**config.mk**
```make
export PLATFORM = sky130hd
export DESIGN_NAME = disp_scan_ctrl
export DESIGN_NICKNAME = d
export VERILOG_FILES = /design/src/rtl/calc_disp_pkg.sv /design/src/rtl/disp_tick_gen.sv /design/src/rtl/disp_scan_ctrl.sv
export SDC_FILE = /design/constraint.sdc
export NUM_CORES = 1
export LEC_CHECK = 0
export ABC_AREA = 1
export ABC_CLOCK_PERIOD_IN_PS = 2300
export CORE_AREA = 2 2 69 71
export DETAILED_ROUTE_END_ITERATION = 8
export DIE_AREA = 0 0 71 73
export GPL_ROUTABILITY_DRIVEN = 0
export HOLD_SLACK_MARGIN = 0.02
export PLACE_DENSITY = 0.84
export SLEW_MARGIN = 25
export SYNTH_ARGS = -nofsm -noshare
export SYNTH_HDL_FRONTEND = slang
export SYNTH_SLANG_ARGS = --single-unit
```
**constraint.sdc**
```tcl
create_clock -name clk -period 2.3 [get_ports clk]
set_input_delay 0.345 -clock clk [delete_from_list [all_inputs] [get_ports clk]]
set_output_delay 0.345 -clock clk [all_outputs]
set_load 0.005 [all_outputs]
```
**src/rtl/calc_disp_pkg.sv**
```systemverilog
// Shared types and constants for the two-digit calculator display scanner.
package calc_disp_pkg;

  typedef enum logic [1:0] {
    S_UNITS = 2'd0,
    S_GAP0  = 2'd1,
    S_TENS  = 2'd2,
    S_GAP1  = 2'd3
  } scan_state_e;

  // Active-low segment patterns
  localparam logic [6:0] SEG_MINUS = 7'b0111111;
  localparam logic [6:0] SEG_ONE   = 7'b1111001;
  localparam logic [6:0] SEG_BLANK = 7'h7F;

  localparam logic signed [5:0] VAL_MIN  = -6'sd9;
  localparam logic signed [5:0] VAL_MAX  = 6'sd18;
  localparam logic signed [5:0] TENS_MIN = 6'sd10;

  localparam logic [2:0] AN_UNITS = 3'd0;
  localparam logic [2:0] AN_TENS  = 3'd4;

  function automatic logic in_range(input logic signed [5:0] v);
    return (v >= VAL_MIN) && (v <= VAL_MAX);
  endfunction

  function automatic logic [7:0] anode_on(input logic [2:0] idx);
    logic [7:0] a;
    a      = 8'hFF;
    a[idx] = 1'b0;
    return a;
  endfunction

endpackage

```
**src/rtl/disp_tick_gen.sv**
```systemverilog
// Scan-slot divider: counts 0..REFRESH_DIV-1 and flags the last count.
module disp_tick_gen #(
  parameter int REFRESH_DIV = 100000
) (
  input  logic clk,
  input  logic rst,
  output logic tick
);

  localparam int CW = (REFRESH_DIV > 1) ? $clog2(REFRESH_DIV) : 1;
  localparam logic [CW-1:0] TERM = CW'(REFRESH_DIV - 1);

  logic [CW-1:0] cnt_q, cnt_d;

  always_comb begin
    if (cnt_q == TERM) cnt_d = '0;
    else               cnt_d = cnt_q + 1'b1;
  end

  always_ff @(posedge clk) begin
    if (rst) cnt_q <= '0;
    else     cnt_q <= cnt_d;
  end

  assign tick = (cnt_q == TERM);

endmodule

```
**src/rtl/disp_scan_ctrl.sv**
```systemverilog
// Multiplexed two-digit display scanner for a signed calculator result.
// state   | meaning
// S_UNITS | units digit anode active, decoder drives segments
// S_GAP0  | all anodes off between digits
// S_TENS  | sign/tens anode active (minus, one, or blank)
// S_GAP1  | all anodes off; leaving it closes the frame
module disp_scan_ctrl
  import calc_disp_pkg::*;
#(
  parameter int REFRESH_DIV = 100000
) (
  input  logic       clk,
  input  logic       rst,
  input  logic       load,
  input  logic [5:0] value,
  output logic [5:0] dig_code,
  output logic       ovr_en,
  output logic [6:0] ovr_seg,
  output logic [7:0] an,
  output logic       err
);

  logic tick;

  disp_tick_gen #(.REFRESH_DIV(REFRESH_DIV)) u_tick (
    .clk  (clk),
    .rst  (rst),
    .tick (tick)
  );

  scan_state_e state_q, state_d;

  logic signed [5:0] shown_q, shown_d;
  logic signed [5:0] pend_val_q, pend_val_d;
  logic              pend_vld_q, pend_vld_d;
  logic              frame_end;

  logic [7:0]        an_q, an_d;
  logic signed [5:0] dig_q, dig_d;
  logic              ovr_en_q, ovr_en_d;
  logic [6:0]        ovr_seg_q, ovr_seg_d;
  logic              err_q, err_d;

  // State register
  always_ff @(posedge clk) begin
    if (rst) state_q <= S_UNITS;
    else     state_q <= state_d;
  end

  // Next-state logic
  always_comb begin
    state_d = state_q;
    if (tick) begin
      case (state_q)
        S_UNITS: state_d = S_GAP0;
        S_GAP0:  state_d = S_TENS;
        S_TENS:  state_d = S_GAP1;
        S_GAP1:  state_d = S_UNITS;
        default: state_d = S_UNITS;
      endcase
    end
  end

  assign frame_end = tick && (state_q == S_GAP1);

  // A load landing on the frame boundary bypasses the pending register
  always_comb begin
    shown_d    = shown_q;
    pend_val_d = pend_val_q;
    pend_vld_d = pend_vld_q;
    if (frame_end) begin
      if (load) begin
        shown_d = $signed(value);
      end else if (pend_vld_q) begin
        shown_d = pend_val_q;
      end
      pend_vld_d = 1'b0;
    end else if (load) begin
      pend_val_d = $signed(value);
      pend_vld_d = 1'b1;
    end
  end

  always_ff @(posedge clk) begin
    if (rst) begin
      shown_q    <= '0;
      pend_val_q <= '0;
      pend_vld_q <= 1'b0;
    end else begin
      shown_q    <= shown_d;
      pend_val_q <= pend_val_d;
      pend_vld_q <= pend_vld_d;
    end
  end

  // Output logic
  always_comb begin
    an_d      = 8'hFF;
    ovr_en_d  = 1'b0;
    ovr_seg_d = SEG_BLANK;
    dig_d     = dig_q;
    err_d     = !in_range(shown_q);
    case (state_q)
      S_UNITS: begin
        an_d = anode_on(AN_UNITS);
        if (err_d) begin
          ovr_en_d  = 1'b1;
          ovr_seg_d = SEG_MINUS;
        end else begin
          dig_d = shown_q;
        end
      end
      S_TENS: begin
        if (err_d || shown_q[5]) begin
          an_d      = anode_on(AN_TENS);
          ovr_en_d  = 1'b1;
          ovr_seg_d = SEG_MINUS;
        end else if (shown_q >= TENS_MIN) begin
          an_d      = anode_on(AN_TENS);
          ovr_en_d  = 1'b1;
          ovr_seg_d = SEG_ONE;
        end
      end
      default: ;
    endcase
  end

  always_ff @(posedge clk) begin
    if (rst) begin
      an_q      <= 8'hFF;
      dig_q     <= '0;
      ovr_en_q  <= 1'b0;
      ovr_seg_q <= SEG_BLANK;
      err_q     <= 1'b0;
    end else begin
      an_q      <= an_d;
      dig_q     <= dig_d;
      ovr_en_q  <= ovr_en_d;
      ovr_seg_q <= ovr_seg_d;
      err_q     <= err_d;
    end
  end

  assign an       = an_q;
  assign dig_code = dig_q;
  assign ovr_en   = ovr_en_q;
  assign ovr_seg  = ovr_seg_q;
  assign err      = err_q;

endmodule

```
==> out/metrics.cfg <==
[grt]
grt_pass1_wl_um=6830
gr-total-overflow=0
antenna_found_initial=0
groute.usage.overall_pct=16.3
grt_max_degree=19
grt_use_met1_pct=21.0
grt_pass1_vias=1603
grt_use_met3_pct=4.70
met2_usage_pct=26.0
grt.busiest_layer=met2

[worst_setup_path]
end_kind=flop
cp_max_fo=15
rr_endpoint=u_tick.cnt_q[16]$_SDFF_PP0_
critPathCapture=u_tick.cnt_q[16]$_SDFF_PP0_
crit_type=reg2reg
critPathRequiredTime_ns=2.49
critPathLaunch=u_tick.cnt_q[0]$_SDFF_PP0_
critPathLaunchType=flop
ff2ff_setup_slack_ns=0.69
r2r_cells=10
worstPathArrival_ns=1.80
rr_startpoint=u_tick.cnt_q[0]$_SDFF_PP0_

[sta]
slew_viol_final=0
min_period_ns=1.61
final-hold-violation-count=0
rsz0062_at_grt=false
tns_ns=0
skew_ns=0.00427
final.period_utilization_pct=70.0
setup_violations=0
fin_ws_ns=0.691
clock.fmax_mhz=621

[cts]
cts_tree=yes
clock_sinks=44
post_cts_buffers=0
insertion_delay_ns=0.29
ctsHoldBuffers=0
numCtsBuffers=5
clk_pin_slew_worst_paths_ns=0.07
clock_path_buffers=2
htree_levels=2
post_cts_resized=0
root_buffer=clkbuf_8

[floorplan]
die_y_um=73
die_area_mm2=0.00518
ioPinCount=32
dieWidth_um=71
initial_utilization_pct=51.7
core.rowCount=25
core_area_mm2=0.00454

[drt]
drc=0
vias_per_cell=4.78
drtIter0Drc=63
via_count=1884
first_pass_iters=4
routed_wl_um=3810
routedWlPerCell_um=9.67
ant_nets=0

[cells_and_area]
fin_cells=394
areaGrowthSynthToFinish_pct=10.9
fin_nets=354
final_layout_size_suffix_gt1_share_pct=10.3
antenna_cells=0

[place]
post-place-ws_ns=0.672
dp.cells=387
io_buffers=21
dp_hpwl_um=2910

[synthesis]
yosys_register_bits=44
synth_fa_ha_area_share_pct=2.67
syn_area_per_cell_um2=7.33
synth_xor_area_share_pct=2.61
synth_compound_area_share_pct=6.40
syn-cell-area_mm2=0.00235
synth_flop_cell=dfxtp_1
synth_cells=320
yosys.cell_types.count=39
synth_top_family_by_area=simple AND/OR/NAND/NOR gates
synthMuxAreaShare_pct=2.56
synth_edf_count=0
async_flop_share_pct=0
synthSimpleGateAreaFrac_pct=33.1
yosys_warnings=0
ys_seq_area_share_pct=37.5

[status]
outcome=completed

[run]
drv_cap=0

[power]
cell_internal_pwr_w=0.00102
power_frac_seq_pct=59.4
comb_power_share_pct=6.2
switching_share_pct=22.6
design_power_total_w=0.00132
powerDensity_mw_per_mm2=506
p_leak_nw=1.16
ir_drop_v=0.000259
power.switching_w=0.000298
power_frac_clock_pct=34.4

[worst_hold_path]
min_path_type=reg2reg

## metal layers
layer	share of wire, %	routed length, µm	vias up
li1	-	-	1017
met1	49	1880	820
met2	45	1710	41
met3	4.0	154	6
met4	1.7	66	0
met5	0	0	-
## Yosys cell counts (all sizes together) (3+ instances only)
cell type	n	area [µm²]
or2	4	25.0
buf	17	140
a21oi	19	110
inv	53	199
dfxtp	44	881
ha	5	62.6
nand3	18	133
xor2	4	35.0
xnor2	3	26.3
nand2	69	269
nor2	47	194
o21ai	4	20.0
nor3	4	41.3
mux2i	6	60.1
nand4	15	100
## area by class of cell
type | instances | area [µm²]
fillers | 444 | 1930
well taps | 54 | 67.6
multi-input cells | 212 | 1150
clock inverters | 1 | 5.00
clock buffers | 6 | 72.6
inverters | 54 | 203
flip-flops and latches | 44 | 881
repair buffers | 23 | 225
## cells by family after synthesis
group                      after synthesis
and+or+nand+nor                        159
buffers and inverters                   73
DFF                                     44
AOI/OAI and AO/OA                       25
xor gates and xnor gates                 7
muxes                                    6
adders and majority gates                5
other                                    1
## power groups by stage
stage	registers (W)	clock network, W	logic, W
2_1_floorplan	0.000799	0	0.0000728
3_3_place_gp	0.000800	0	0.0000799
3_5_place_dp	0.000800	0	0.0000817
4_1_cts	0.000782	0.000466	0.0000819
5_1_grt	0.000784	0.000499	0.0000926
6_report	0.000782	0.000452	0.0000814
## worst min-delay path by stage
stage / cells after the start / slack [ns] / startpoint / to
2_1_floorplan: 1 / 0.42 / u_tick.cnt_q[0]$_SDFF_PP0_ / u_tick.cnt_q[0]$_SDFF_PP0_
3_5_place_dp: 1 / 0.44 / u_tick.cnt_q[0]$_SDFF_PP0_ / u_tick.cnt_q[0]$_SDFF_PP0_
4_1_cts: 2 / 0.46 / dig_code[5]$_SDFFE_PP0P_ / dig_code[5]$_SDFFE_PP0P_
6_report: 2 / 0.45 / dig_code[5]$_SDFFE_PP0P_ / dig_code[5]$_SDFFE_PP0P_
3_3_place_gp: 1 / 0.43 / u_tick.cnt_q[0]$_SDFF_PP0_ / u_tick.cnt_q[0]$_SDFF_PP0_
5_1_grt: 2 / 0.49 / dig_code[5]$_SDFFE_PP0P_ / dig_code[5]$_SDFFE_PP0P_
## flip-flops by register name (all words and copies together), names as in the netlist
name	count
state_q	2
u_tick.cnt_q	17
shown_q	6
an	2
pend_vld_q	1
ovr_en	1
pend_val_q	6
dig_code	6
err	1
ovr_seg	2
## cells in the final DEF, fill, tap and decap left out
master	n
nand2_1	67
inv_1	48
nor2_1	44
dfxtp_1	44
clkdlybuf4s50_1	21
a21oi_1	17
nand4_1	14
nand3_1	11
conb_1	10
nand3_2	6
mux2i_1	6
inv_2	5
ha_1	5
clkbuf_8	5
xor2_1	4
or2_2	3
xnor2_1	3
o21ai_0	3
nor2_4	2
nor3_2	2
buf_4	2
nor3_1	1
clkinv_1	1
nor3_4	1
nand2_2	1
nand2_4	1
or2_0	1
nor2_2	1
nor3b_1	1
nand4_2	1
nand3_4	1
a21oi_2	1
a21oi_4	1
o211ai_2	1
o211ai_1	1
and2_1	1
o21ai_1	1
clkinv_2	1
clkbuf_1	1
## critical path, stage by stage, from the launching register on
cell	delay (ns)
dfxtp_1	0.36
ha_1	0.21
nand3_2	0.14
clkinv_1	0.08
nand2_1	0.08
nor2_4	0.15
nand2_2	0.12
nand2_4	0.18
inv_2	0.06
o21ai_1	0.07
inv_1	0.05
## stage by stage
step | instance area [µm²] | util [%] | hold WS (ns)
2_1_floorplan | 2380 | - | 0.417
3_3_place_gp | 2520 | 55.6 | 0.432
4_1_cts | 2600 | 57.4 | 0.456
6_report | 2600 | 57.4 | 0.453
3_5_place_dp | 2520 | 55.6 | 0.444
5_1_grt | 2600 | 57.4 | 0.486
No activity file was read; power rests on OpenSTA's default activity.
